`src/rtl/ysyx_23060020_lsu_pkg.sv`:
```
// rtl/ysyx_23060020_lsu_pkg.sv - shared LSU types, size codes and XLEN-derived helpers
package ysyx_23060020_pkg;

    typedef enum logic [1:0] {
        IDLE = 2'd0,
        REQ  = 2'd1,
        WAIT = 2'd2,
        RESP = 2'd3
    } lsu_state_e;

    localparam logic [1:0] SZ_B = 2'd0;
    localparam logic [1:0] SZ_H = 2'd1;
    localparam logic [1:0] SZ_W = 2'd2;
    localparam logic [1:0] SZ_D = 2'd3;

    // Defaults for the RV32 build; parametrised blocks use the functions below.
    localparam int LSU_XLEN  = 32;
    localparam int LSU_BYTES = LSU_XLEN / 8;
    localparam int LSU_OFFW  = $clog2(LSU_BYTES);

    function automatic int bytes_per_word(input int xlen);
        return xlen / 8;
    endfunction

    function automatic int off_width(input int xlen);
        return $clog2(xlen / 8);
    endfunction

    // A dword access on a 32-bit datapath is always illegal.
    function automatic logic is_misaligned(input logic [1:0] size, input logic [2:0] lo,
                                           input int xlen);
        logic bad;
        case (size)
            SZ_B:    bad = 1'b0;
            SZ_H:    bad = lo[0];
            SZ_W:    bad = |lo[1:0];
            default: bad = (xlen == 32) || (|lo);
        endcase
        return bad;
    endfunction

endpackage

```
`src/rtl/ysyx_23060020_lsu_if.sv`:
```
// rtl/ysyx_23060020_lsu_if.sv - core request/response and data-memory bus bundle
interface ysyx_23060020_lsu_if #(
    parameter int XLEN = 32,
    parameter int AW   = 32
);
    logic                req_valid;
    logic                req_ready;
    logic                req_wen;
    logic [1:0]          req_size;
    logic                req_signed;
    logic [AW-1:0]       req_addr;
    logic [XLEN-1:0]     req_wdata;
    logic                resp_valid;
    logic                resp_err;
    logic [XLEN-1:0]     resp_rdata;
    logic                mem_valid;
    logic                mem_ready;
    logic                mem_wen;
    logic [AW-1:0]       mem_addr;
    logic [XLEN-1:0]     mem_wdata;
    logic [XLEN/8-1:0]   mem_wstrb;
    logic                mem_rsp_valid;
    logic [XLEN-1:0]     mem_rdata;

    // LSU view
    modport slave (
        input  req_valid, req_wen, req_size, req_signed, req_addr, req_wdata,
        input  mem_ready, mem_rsp_valid, mem_rdata,
        output req_ready, resp_valid, resp_err, resp_rdata,
        output mem_valid, mem_wen, mem_addr, mem_wdata, mem_wstrb
    );

    // Core plus memory view
    modport master (
        output req_valid, req_wen, req_size, req_signed, req_addr, req_wdata,
        output mem_ready, mem_rsp_valid, mem_rdata,
        input  req_ready, resp_valid, resp_err, resp_rdata,
        input  mem_valid, mem_wen, mem_addr, mem_wdata, mem_wstrb
    );

endinterface

```
`src/rtl/ysyx_23060020_lsu_align.sv`:
```
// rtl/ysyx_23060020_lsu_align.sv - combinational byte-lane steering, strobes and load extension
module ysyx_23060020_lsu_align
    import ysyx_23060020_pkg::*;
#(
    parameter  int XLEN  = 32,
    localparam int BYTES = bytes_per_word(XLEN),
    localparam int OFFW  = off_width(XLEN)
) (
    input  logic [1:0]      size,
    input  logic            sgn,
    input  logic [OFFW-1:0] off,
    input  logic [XLEN-1:0] wdata,
    input  logic [XLEN-1:0] rdata,
    output logic [BYTES-1:0] wstrb,
    output logic [XLEN-1:0] wdata_lanes,
    output logic [XLEN-1:0] rdata_ext
);
    logic [BYTES-1:0] base;
    logic [XLEN-1:0]  shifted;
    logic [XLEN-1:0]  mask;
    logic             msb;

    // Strobe pattern for the access size moved onto the addressed lanes.
    always_comb begin
        case (size)
            SZ_B:    base = BYTES'(1);
            SZ_H:    base = BYTES'(3);
            SZ_W:    base = BYTES'(15);
            default: base = '1;
        endcase
        wstrb = base << off;
    end

    // Replicating the low bytes puts the data on the addressed lanes for any aligned offset.
    always_comb begin
        wdata_lanes = '0;
        for (int i = 0; i < BYTES; i++) begin
            case (size)
                SZ_B:    wdata_lanes[8*i +: 8] = wdata[7:0];
                SZ_H:    wdata_lanes[8*i +: 8] = wdata[8*(i%2) +: 8];
                SZ_W:    wdata_lanes[8*i +: 8] = wdata[8*(i%4) +: 8];
                default: wdata_lanes[8*i +: 8] = wdata[8*i +: 8];
            endcase
        end
    end

    // Bring the addressed bytes down to bit 0, then sign- or zero-fill above the access size.
    always_comb begin
        shifted = rdata >> {off, 3'b000};
        case (size)
            SZ_B: begin
                mask = XLEN'(8'hFF);
                msb  = shifted[7];
            end
            SZ_H: begin
                mask = XLEN'(16'hFFFF);
                msb  = shifted[15];
            end
            SZ_W: begin
                mask = XLEN'(32'hFFFF_FFFF);
                msb  = shifted[31];
            end
            default: begin
                mask = '1;
                msb  = 1'b0;
            end
        endcase
        rdata_ext = (shifted & mask) | ({XLEN{sgn & msb}} & ~mask);
    end

endmodule

```
`src/rtl/ysyx_23060020_lsu.sv`:
```
// rtl/ysyx_23060020_lsu.sv - multi-cycle load/store unit; LSU_TIMEOUT_EN adds a bus watchdog
module ysyx_23060020_lsu
    import ysyx_23060020_pkg::*;
#(
    parameter int XLEN       = 32,
    parameter int AW         = 32,
    parameter int TMO_CYCLES = 255
) (
    input  logic               clk,
    input  logic               rst,
    ysyx_23060020_lsu_if.slave bus
);
    localparam int BYTES = bytes_per_word(XLEN);
    localparam int OFFW  = off_width(XLEN);

    lsu_state_e       state_q, state_d;
    logic             wen_q, sgn_q, err_q;
    logic [1:0]       size_q;
    logic [AW-1:0]    addr_q;
    logic [XLEN-1:0]  wdata_q, rdata_q;
    logic             accept, misalign, capture, tmo_fire;
    logic [BYTES-1:0] wstrb;
    logic [XLEN-1:0]  wdata_lanes, rdata_ext;

    assign misalign = is_misaligned(bus.req_size, bus.req_addr[2:0], XLEN);
    assign accept   = (state_q == IDLE) && bus.req_valid;
    assign capture  = (state_q == WAIT) && bus.mem_rsp_valid;

    ysyx_23060020_lsu_align #(.XLEN(XLEN)) u_align (
        .size        (size_q),
        .sgn         (sgn_q),
        .off         (addr_q[OFFW-1:0]),
        .wdata       (wdata_q),
        .rdata       (rdata_q),
        .wstrb       (wstrb),
        .wdata_lanes (wdata_lanes),
        .rdata_ext   (rdata_ext)
    );

`ifdef LSU_TIMEOUT_EN
    logic [15:0] tmo_cnt_q;
    logic        busy, tmo_hit;

    assign busy    = (state_q == REQ) || (state_q == WAIT);
    assign tmo_hit = busy && (tmo_cnt_q == 16'(TMO_CYCLES - 1));

    // Counts cycles spent in the current REQ or WAIT visit; any state change restarts it.
    always_ff @(posedge clk or negedge rst) begin
        if (!rst) begin
            tmo_cnt_q <= '0;
        end else if (state_d != state_q) begin
            tmo_cnt_q <= '0;
        end else if (busy) begin
            tmo_cnt_q <= tmo_cnt_q + 16'd1;
        end
    end
`else
    logic unused_tmo_cycles;
    assign unused_tmo_cycles = ^TMO_CYCLES;
`endif

    // State register; reset drops mem_valid at once and discards any in-flight response.
    always_ff @(posedge clk or negedge rst) begin
        if (!rst) begin
            state_q <= IDLE;
        end else begin
            state_q <= state_d;
        end
    end

    // Latched request fields, captured read data and the error flag.
    always_ff @(posedge clk or negedge rst) begin
        if (!rst) begin
            wen_q   <= 1'b0;
            sgn_q   <= 1'b0;
            size_q  <= SZ_B;
            addr_q  <= '0;
            wdata_q <= '0;
            rdata_q <= '0;
            err_q   <= 1'b0;
        end else begin
            if (accept) begin
                wen_q   <= bus.req_wen;
                sgn_q   <= bus.req_signed;
                size_q  <= bus.req_size;
                addr_q  <= bus.req_addr;
                wdata_q <= bus.req_wdata;
                rdata_q <= '0;
                err_q   <= misalign;
            end
            if (capture) begin
                rdata_q <= bus.mem_rdata;
            end
            if (tmo_fire) begin
                err_q <= 1'b1;
            end
        end
    end

    // Next state and all outputs; outputs are gated by state so idle cycles show zeros.
    always_comb begin
        state_d        = state_q;
        tmo_fire       = 1'b0;
        bus.req_ready  = 1'b0;
        bus.resp_valid = 1'b0;
        bus.resp_err   = 1'b0;
        bus.resp_rdata = '0;
        bus.mem_valid  = 1'b0;
        bus.mem_wen    = 1'b0;
        bus.mem_addr   = '0;
        bus.mem_wdata  = '0;
        bus.mem_wstrb  = '0;
        case (state_q)
            IDLE: begin
                bus.req_ready = 1'b1;
                if (bus.req_valid) begin
                    state_d = misalign ? RESP : REQ;
                end
            end
            REQ: begin
                bus.mem_valid = 1'b1;
                bus.mem_wen   = wen_q;
                bus.mem_addr  = addr_q & ~AW'(BYTES - 1);
                bus.mem_wdata = wen_q ? wdata_lanes : '0;
                bus.mem_wstrb = wen_q ? wstrb : '0;
                if (bus.mem_ready) begin
                    state_d = wen_q ? RESP : WAIT;
                end
`ifdef LSU_TIMEOUT_EN
                else if (tmo_hit) begin
                    state_d  = RESP;
                    tmo_fire = 1'b1;
                end
`endif
            end
            WAIT: begin
                if (bus.mem_rsp_valid) begin
                    state_d = RESP;
                end
`ifdef LSU_TIMEOUT_EN
                else if (tmo_hit) begin
                    state_d  = RESP;
                    tmo_fire = 1'b1;
                end
`endif
            end
            default: begin
                bus.resp_valid = 1'b1;
                bus.resp_err   = err_q;
                bus.resp_rdata = (err_q || wen_q) ? '0 : rdata_ext;
                state_d        = IDLE;
            end
        endcase
    end

endmodule
```
`src/flat_wrapper.sv`:
```
// flat-port wrapper written by rule: the top's interface ports become plain ports
module ysyx_23060020_lsu_flat import ysyx_23060020_pkg::*;
#(
    parameter int XLEN       = 32,
    parameter int AW         = 32,
    parameter int TMO_CYCLES = 255
)
  (clk, rst, bus_req_valid, bus_req_wen, bus_req_size, bus_req_signed, bus_req_addr, bus_req_wdata, bus_mem_ready, bus_mem_rsp_valid, bus_mem_rdata, bus_req_ready, bus_resp_valid, bus_resp_err, bus_resp_rdata, bus_mem_valid, bus_mem_wen, bus_mem_addr, bus_mem_wdata, bus_mem_wstrb);
  ysyx_23060020_lsu_if #(.XLEN(XLEN), .AW(AW)) bus_i ();
  input  logic clk;
  input  logic rst;
  input wire logic [$bits(bus_i.req_valid)-1:0] bus_req_valid;
  input wire logic [$bits(bus_i.req_wen)-1:0] bus_req_wen;
  input wire logic [$bits(bus_i.req_size)-1:0] bus_req_size;
  input wire logic [$bits(bus_i.req_signed)-1:0] bus_req_signed;
  input wire logic [$bits(bus_i.req_addr)-1:0] bus_req_addr;
  input wire logic [$bits(bus_i.req_wdata)-1:0] bus_req_wdata;
  input wire logic [$bits(bus_i.mem_ready)-1:0] bus_mem_ready;
  input wire logic [$bits(bus_i.mem_rsp_valid)-1:0] bus_mem_rsp_valid;
  input wire logic [$bits(bus_i.mem_rdata)-1:0] bus_mem_rdata;
  output wire logic [$bits(bus_i.req_ready)-1:0] bus_req_ready;
  output wire logic [$bits(bus_i.resp_valid)-1:0] bus_resp_valid;
  output wire logic [$bits(bus_i.resp_err)-1:0] bus_resp_err;
  output wire logic [$bits(bus_i.resp_rdata)-1:0] bus_resp_rdata;
  output wire logic [$bits(bus_i.mem_valid)-1:0] bus_mem_valid;
  output wire logic [$bits(bus_i.mem_wen)-1:0] bus_mem_wen;
  output wire logic [$bits(bus_i.mem_addr)-1:0] bus_mem_addr;
  output wire logic [$bits(bus_i.mem_wdata)-1:0] bus_mem_wdata;
  output wire logic [$bits(bus_i.mem_wstrb)-1:0] bus_mem_wstrb;
  assign bus_i.req_valid = bus_req_valid;
  assign bus_i.req_wen = bus_req_wen;
  assign bus_i.req_size = bus_req_size;
  assign bus_i.req_signed = bus_req_signed;
  assign bus_i.req_addr = bus_req_addr;
  assign bus_i.req_wdata = bus_req_wdata;
  assign bus_i.mem_ready = bus_mem_ready;
  assign bus_i.mem_rsp_valid = bus_mem_rsp_valid;
  assign bus_i.mem_rdata = bus_mem_rdata;
  assign bus_req_ready = bus_i.req_ready;
  assign bus_resp_valid = bus_i.resp_valid;
  assign bus_resp_err = bus_i.resp_err;
  assign bus_resp_rdata = bus_i.resp_rdata;
  assign bus_mem_valid = bus_i.mem_valid;
  assign bus_mem_wen = bus_i.mem_wen;
  assign bus_mem_addr = bus_i.mem_addr;
  assign bus_mem_wdata = bus_i.mem_wdata;
  assign bus_mem_wstrb = bus_i.mem_wstrb;
  ysyx_23060020_lsu #(.XLEN(XLEN), .AW(AW), .TMO_CYCLES(TMO_CYCLES)) u_core (.clk(clk), .rst(rst), .bus(bus_i));
endmodule
```
`config.mk`:
```
export PLATFORM = sky130hd
export DESIGN_NAME = ysyx_23060020_lsu_flat
export DESIGN_NICKNAME = d
export VERILOG_FILES = /design/src/rtl/ysyx_23060020_lsu_pkg.sv /design/src/rtl/ysyx_23060020_lsu_if.sv /design/src/rtl/ysyx_23060020_lsu_align.sv /design/src/rtl/ysyx_23060020_lsu.sv /design/src/flat_wrapper.sv
export SDC_FILE = /design/constraint.sdc
export NUM_CORES = 1
export LEC_CHECK = 0
export CAP_MARGIN = 20
export CORE_MARGIN = 2
export CORE_UTILIZATION = 25
export CTS_BUF_LIST = sky130_fd_sc_hd__clkbuf_8 sky130_fd_sc_hd__clkbuf_16
export CTS_CLUSTER_DIAMETER = 80
export CTS_CLUSTER_SIZE = 20
export DETAILED_ROUTE_END_ITERATION = 16
export PLACE_DENSITY = 0.61
export SETUP_SLACK_MARGIN = 0.05
export SLEW_MARGIN = 20
export SYNTH_ARGS = -nofsm -noshare
export SYNTH_HDL_FRONTEND = slang
export SYNTH_SLANG_ARGS = --single-unit
```
`constraint.sdc`:
```
create_clock -name clk -period 2.4 [get_ports clk]
set_input_delay 0.6 -clock clk [delete_from_list [all_inputs] [get_ports clk]]
set_output_delay 0.6 -clock clk [all_outputs]
set_load 0.02 [all_outputs]
```
==> summary.md, run 1 <==
| Metric | Value |
|---|---|
| Worst r2r dst | `u_core.state_q[1]$_DFFE_PN0P_` |
| Synth area leader | `dfrtp_1` |
| Max Cap Viol | `0` |
| Top-count cell post-synth | `dfrtp_1` |
| Drt initial violations | `145` |
| CTS buffer count | `9` |
| Final wirelength | `19,100 microns` |
| Synth Register Bits | `103` |
| Final-report hold violation count | `0` |
| Share of power burned in registers | `26.6%` |
| Final setup viols | `89` |
| Failing checks | `negative setup slack` |
| Clk_lat worst skew | `0.36 ns` |
| Die W | `150 microns` |
| DR WL/cell | `18.6 microns` |
| Pwr/cell area | `1270 nW/um^2` |
| Layout cells sized above 1 | `48.8%` |
| Final net count | `858` |
| Pint | `7.10 mW` |
| TritonCTS clock tree | `built` |
| Crit. End Element | `output pin` |
| Clock sink count | `103` |
| Largest net degree at the start of global routing | `42` |
| Reg2Reg Setup Slack | `0.25 ns` |
| First-pass GRT wire length | `28,200 microns` |
| Area after DPL | `8200 sq um` |
| Worst setup path class | `reg -> out` |
| H-tree lvl count | `3` |
| Core area | `21,000 sq um` |
| Outcome | `finished, violations left` |
| Worst Path Arrival | `2.16 ns` |
| Remaining antenna violation count | `0` |
| Initial Util | `25.4%` |
| Layout Skew | `0.0113 ns` |
| Vias after detailed routing | `4,793` |
| TritonRoute pass-1 iters | `4` |
| CP Data Required Time | `1.80 ns` |
| Estimated wirelength of the detail-placed design | `13,100 microns` |
| Combinational share of power | `60.5%` |
| FF-to-FF path depth | `11` |
| Post-layout worst setup margin | `-0.363 ns` |
| Average vias per placed instance | `4.66` |
| Row cnt | `53` |
| CTS Hold Bufs | `0` |
| GR Util All Layers | `16.4%` |
| Clock root buffer master | `clkbuf_16` |
| Fin crit share | `115%` |
| Seq/Total Area, Yosys | `48.2%` |
| Crit Path Max Fanout | `8` |
| Switching pwr | `5.02 mW` |
| HP Class | `in -> async` |
| Most instantiated cells after synthesis | `dfrtp_1, mux2_2, nor2_1` |
| Post-route cell area | `9580 sq um` |
| Slew HR | `60.1%` |
| Worst R2R Start | `u_core.state_q[1]$_DFFE_PN0P_` |
| Maximum root-to-sink buffer count | `2` |
| Vias in the first global route | `4,878` |
| Net Sw Frac | `41.4%` |
| Max-slew violation count | `0` |
| Clk pin slew, worst setup/hold paths | `0.08 ns` |
| Io pins | `210` |
| Area Overhead vs Synth | `79.1%` |
| Lkg Pwr | `4.25 nW` |
| RSZ-0062 raised after global routing | `true` |
| Ys flop type | `dfrtp_1` |
| Syn Area/Cell | `10.9 sq um` |
| Highest clock rate | `0.362 GHz` |
| Area contributors post-synth | `dfrtp_1, mux2_2, mux2i_1` |
| Sum Neg Setup Slack | `-13.54 ns` |
| Congestion Overflow GR | `0` |
| # diodes | `0` |
| Clk pwr share | `12.9%` |
| Top cell type's share of synthesized area | `48.2%` |
| Asr flop ratio synth | `100%` |
| Worst slew pin tran | `0.599 ns` |
| Hold Worst Slack | `0.242 ns` |
| Number of distinct library cells after synthesis | `38` |
| Cells after Synth | `489` |
| Initial antenna violation count | `0` |
| Number of synthesized flops with an enable pin | `0` |
| CP startpoint kind | `register` |
| DIE HEIGHT | `150 microns` |
| Mapped cell area | `5350 sq um` |
| RePlAce Congestion | `0.796` |
| Max VDD drop | `0.000522 V` |
| Die area | `22,600 sq um` |
| Period minus WS final | `2.76 ns` |
| IO buf count | `207` |
| Drc violations | `0` |
| Syn. warnings | `0` |
area by class of cell:
cell class | count | area (sq um)
well taps | 275 | 344
clock buffers | 9 | 225
flip-flops and latches | 103 | 2580
multi-input cells | 338 | 3200
clock inverters | 7 | 96.3
fillers | 2005 | 11400
repair buffers | 289 | 3100
inverters | 8 | 32.5
worst max-delay path, stage by stage (launching register included):
cell     delay (ns)
dfrtp_1        0.40
ha_4           0.14
or3b_4         0.39
or3b_4         0.43
nor2_8         0.17
a21o_1         0.16
buf_6          0.11
metrics by stage:
step,utilization (%),power [mW],instances,worst slack [ns]
after global placement,39.0,8.90,986,-0.575
after CTS,42.5,11.3,1016,-0.431
after floorplan,-,6.38,490,-0.0137
after global routing,45.6,12.9,1029,-0.497
after detailed placement,39.0,8.93,986,-0.597
final,45.6,12.1,1029,-0.363
sequential cells by signal, summed over array words and instances (netlist names):
name / cells
u_core.addr_q: 32
u_core.rdata_q: 32
u_core.wdata_q: 32
u_core.size_q: 2
u_core.state_q: 2
u_core.err_q: 1
u_core.sgn_q: 1
u_core.wen_q: 1
cells by family (layout without fill, tap and decap cells):
kind of cell | after synthesis | after routing | share of synthesized area (%)
and+or+nand+nor | 129 | 129 | 12.4
DFF | 103 | 103 | 48.2
muxes | 102 | 102 | 20.9
AOI/OAI and AO/OA | 101 | 101 | 13.6
buffers and inverters | 49 | 313 | 3.93
adders and majority gates | 4 | 4 | 0.936
other | 1 | 2 | 0.0701
cells in the final DEF, fill, tap and decap left out, drive strengths merged, types with 4 or more instances in the layout:
cell type and count:
nor3 4, clkbuf 13, nor2 44, inv 11, a211oi 21, a21o 9, o21ai 11, a21oi 20
and2 32, mux2i 33, clkinv 4, nor2b 8, buf 179, ha 4, nand2 23, dfrtp 103
mux2 68, and3 8, a22o 32, clkdlybuf4s50 103
worst max-delay path by stage:
stage | startpoint | to | slack, ns
detailed placement | u_core.state_q[1]$_DFFE_PN0P_ | bus_resp_rdata[21] | -0.60
global placement | u_core.state_q[1]$_DFFE_PN0P_ | bus_resp_rdata[21] | -0.58
floorplan | u_core.state_q[1]$_DFFE_PN0P_ | bus_resp_rdata[24] | -0.01
CTS | u_core.state_q[0]$_DFFE_PN0P_ | bus_resp_rdata[26] | -0.43
finish | u_core.state_q[0]$_DFFE_PN0P_ | bus_resp_rdata[26] | -0.36
global route | u_core.state_q[0]$_DFFE_PN0P_ | bus_resp_rdata[26] | -0.50
power by group through the flow:
stage	combinational, mW	sequential (mW)	clock [mW]
2_1_floorplan	3.37	3.01	0
6_report	7.33	3.23	1.56
5_1_grt	7.86	3.34	1.69
4_1_cts	6.45	3.21	1.63
3_5_place_dp	5.69	3.23	0
3_3_place_gp	5.69	3.21	0
per-layer routing:
metal | up-vias | GRT usage [%] | share of wire, %
met5 | - | 0 | 0
met4 | 0 | 3.44 | 1.1
met3 | 13 | 6.42 | 8.9
met2 | 178 | 27.1 | 49
met1 | 2348 | 20.3 | 41
li1 | 2254 | - | -
repair_timing:
action / CTS / global route
pin swaps: 24 / 12
buffers inserted: 11 / 8
endpoints found under the setup margin: 102 / 100
gates resized for setup: 619 / 104
cloned: 3 / 5
No activity file was read; power rests on OpenSTA's default activity.
==> inputs of run 2 (changes only) <==
--- a/config.mk
+++ b/config.mk
@@ -5,14 +5,14 @@
 export SDC_FILE = /design/constraint.sdc
 export NUM_CORES = 1
 export LEC_CHECK = 0
+export ABC_AREA = 1
 export CAP_MARGIN = 20
 export CORE_MARGIN = 2
 export CORE_UTILIZATION = 25
 export CTS_BUF_LIST = sky130_fd_sc_hd__clkbuf_8 sky130_fd_sc_hd__clkbuf_16
 export CTS_CLUSTER_DIAMETER = 80
-export CTS_CLUSTER_SIZE = 20
 export DETAILED_ROUTE_END_ITERATION = 16
-export PLACE_DENSITY = 0.61
+export PLACE_DENSITY = 0.6
 export SETUP_SLACK_MARGIN = 0.05
 export SLEW_MARGIN = 20
 export SYNTH_ARGS = -nofsm -noshare
==> run 2 against run 1 <==
  * The flow still finishes with violations (negative setup slack)
  * Non-clock buffer count shrank 7
  * Register-to-register slack gained 0.33 ns
  * Global-route usage grew 0.45 points
  * Clock skew is essentially flat
  * Largest cell class unchanged
==> summary.md, run 2 <==
| Metric | Value |
|---|---|
| Initial antenna violation count | `1` |
| IO buf count | `207` |
| CP startpoint kind | `register` |
| Final net count | `1,036` |
| Adder-cell area share of the yosys netlist | `0.871%` |
| Sum Neg Setup Slack | `-1.15 ns` |
| Max-slew violation count | `0` |
| Post-layout worst setup margin | `-0.0713 ns` |
| Max Cap Viol | `0` |
| Remaining antenna violation count | `0` |
| CP peak stage delay | `0.42 ns` |
| Largest net degree at the start of global routing | `44` |
| # diodes | `0` |
| Die area | `24,200 sq um` |
| Post-route cell area | `9000 sq um` |
| Drc violations | `0` |
| Area taken by flip-flops and latches | `2580 sq um` |
| Clk pin slew, worst setup/hold paths | `0.07 ns` |
| Clock sink count | `103` |
| Area of the multi-input gates | `2840 sq um` |
| Mux cell area share after synthesis | `11.0%` |
| Worst setup path class | `reg -> out` |
| Layout Skew | `0.0114 ns` |
| Vias in the first global route | `5,643` |
| Seq/Total Area, Yosys | `44.8%` |
| Row cnt | `55` |
| Top-count cell post-synth | `nand2_1` |
| Worst path slowest cell | `dfrtp_2` |
| Failing checks | `negative setup slack` |
| HP Class | `in -> async` |
| RePlAce Congestion | `0.864` |
| Number of distinct library cells after synthesis | `31` |
| Clock root buffer master | `clkbuf_16` |
| Syn Area/Cell | `8.39 sq um` |
| Most frequent cells in the layout | `nand2_1, clkdlybuf4s50_1, dfrtp_1, buf_4, inv_1` |
| XOR/XNOR share of the synthesized area | `0%` |
| Maximum root-to-sink buffer count | `2` |
| GR Util All Layers | `16.8%` |
| Syn. warnings | `0` |
| CP bufs+invs | `3` |
| Die W | `156 microns` |
| Largest family of logic cells by synthesized area | `simple AND/OR/NAND/NOR gates` |
| RSZ-0062 raised after global routing | `true` |
| Io pins | `210` |
| Worst Path Arrival | `1.87 ns` |
| Number of synthesized flops with an enable pin | `0` |
| Synth Register Bits | `103` |
| Asr flop ratio synth | `100%` |
| Fin crit share | `103%` |
| Layout cells sized above 1 | `33.6%` |
| Worst path top cell family by delay | `buffers and inverters` |
| First-pass GRT wire length | `31,500 microns` |
| DR WL/cell | `16.9 microns` |
| Max VDD drop | `0.000456 V` |
| Congestion Overflow GR | `0` |
| Leading cell type in the layout, fill and taps excluded | `nand2_1` |
| Highest clock rate | `0.405 GHz` |
| Total power | `11.0 mW` |
| H-tree lvl count | `3` |
| Vias after detailed routing | `5,656` |
| Drt initial violations | `342` |
| Ys flop type | `dfrtp_1` |
| Synth area leader | `dfrtp_1` |
| Final-report hold violation count | `0` |
| Most instantiated cells after synthesis | `nand2_1, dfrtp_1, inv_1` |
| Final wirelength | `20,500 microns` |
| Largest registers | `u_core.addr_q (32), u_core.rdata_q (32), u_core.wdata_q (32)` |
| Crit Path Max Fanout | `18` |
| TritonRoute pass-1 iters | `6` |
| Mapped cell area | `5750 sq um` |
| Crit path cell chain | `buf_4 > nand2_1 > nand3_2 > nand2_2 > nand2_1 > nand3_2 > nand2_4 > buf_12 > a21oi_2 > buf_6` |
| Top cell type's share of synthesized area | `44.8%` |
| Hold Worst Slack | `0.205 ns` |
| Area after DPL | `8440 sq um` |
| Outcome | `finished, violations left` |
| CTS Hold Bufs | `0` |
| Period minus WS final | `2.47 ns` |
| Clk_lat worst skew | `0.36 ns` |
| Synth Area in Simple Gates | `17.9%` |
| CP Data Required Time | `1.80 ns` |
| TritonCTS clock tree | `built` |
| Lkg Pwr | `4.29 nW` |
| Initial Util | `25.5%` |
| Area contributors post-synth | `dfrtp_1, mux2_2, nand2_1` |
| Estimated wirelength of the detail-placed design | `14,700 microns` |
| Final setup viols | `26` |
| Area Overhead vs Synth | `56.6%` |
| Cells after Synth | `685` |
| Pwr/cell area | `1230 nW/um^2` |
| Average vias per placed instance | `4.65` |
| CTS buffer count | `9` |
| Crit. End Element | `output pin` |
| Post-synthesis compound-gate area fraction | `15.2%` |
| Fillers | `2,342` |
| DIE HEIGHT | `156 microns` |
| Core area | `22,600 sq um` |
[run 2: cell count changes in the layout (fill, tap and decap cells not counted), moves of 27 or more]
cell     previous run  this run
inv_1               6        75
nand3_1             1        51
buf_6              90        19
nand2_1            21       116
mux2i_1            32         0
o21ai_0             3        45
buf_4              63        97
nor2_1             18        45
a22o_1             32         5
[run 2: where the power goes]
group | internal, mW | leakage, nW | switching (mW)
combinational | 2.86 | 2.91 | 3.60
clock | 0.727 | 0.131 | 0.677
sequential | 2.57 | 1.25 | 0.613
total | 6.15 | 4.29 | 4.89
[run 2: path summary, 6_finish.rpt]
kind / from / to / slack, ns / cells past startpoint
hold / removal: rst / u_core.rdata_q[13]$_DFFE_PN0P_ / 0.21 / 1
max in group asynchronous: rst / u_core.wdata_q[22]$_DFFE_PN0P_ / 1.57 / 2
setup / recovery: u_core.addr_q[0]$_DFFE_PN0P_ / bus_resp_rdata[17] / -0.07 / 10
setup reg to reg: u_core.state_q[1]$_DFFE_PN0P_ / u_core.rdata_q[15]$_DFFE_PN0P_ / 0.58 / 8
min in group clk: u_core.wdata_q[16]$_DFFE_PN0P_ / u_core.wdata_q[16]$_DFFE_PN0P_ / 0.51 / 1
hold reg to reg: u_core.wdata_q[16]$_DFFE_PN0P_ / u_core.wdata_q[16]$_DFFE_PN0P_ / 0.51 / 1
[run 2: area by class of cell]
type	instances	share of cell area, %
Timing Repair inverter	1	0.0695
Inverter	82	3.59
Clock inverter	5	0.375
Clock buffer	10	2.65
Timing Repair Buffer	282	29.2
Multi-Input combinational cell	448	31.5
Sequential cell	103	28.7
Tap cell	285	3.96
[run 2: layer usage]
| metal | part of all wire, % | global-route usage [%] |
|---|---|---|
| met1 | 43 | 21.8 |
| met5 | 0.078 | 0 |
| met2 | 47 | 26.9 |
| met4 | 2.7 | 6.51 |
| met3 | 7.1 | 4.53 |
[run 2: through the flow]
step	setup WS, ns	util (%)	instances
after global routing	-0.154	39.9	1216
after global placement	-0.180	37.4	1180
after CTS	-0.0976	39.2	1212
after detailed placement	-0.208	37.4	1180
final	-0.0713	39.9	1216
after floorplan	0.0698	-	686
[run 2: cells by family after synthesis]
family | after synthesis
flip-flops | 103
AND/OR/NAND/NOR | 244
other | 1
adder cells (fa/ha/maj) | 4
buffers and inverters | 135
AO/OA/AOI/OAI | 142
multiplexers | 56
[run 2: repair_timing]
action                                  in CTS  in global routing
gates cloned                                 4                  0
endpoints found under the setup margin     102                 93
setup buffers                               13                  5
resized for setup                          425                 95
pin swaps                                   13                  6
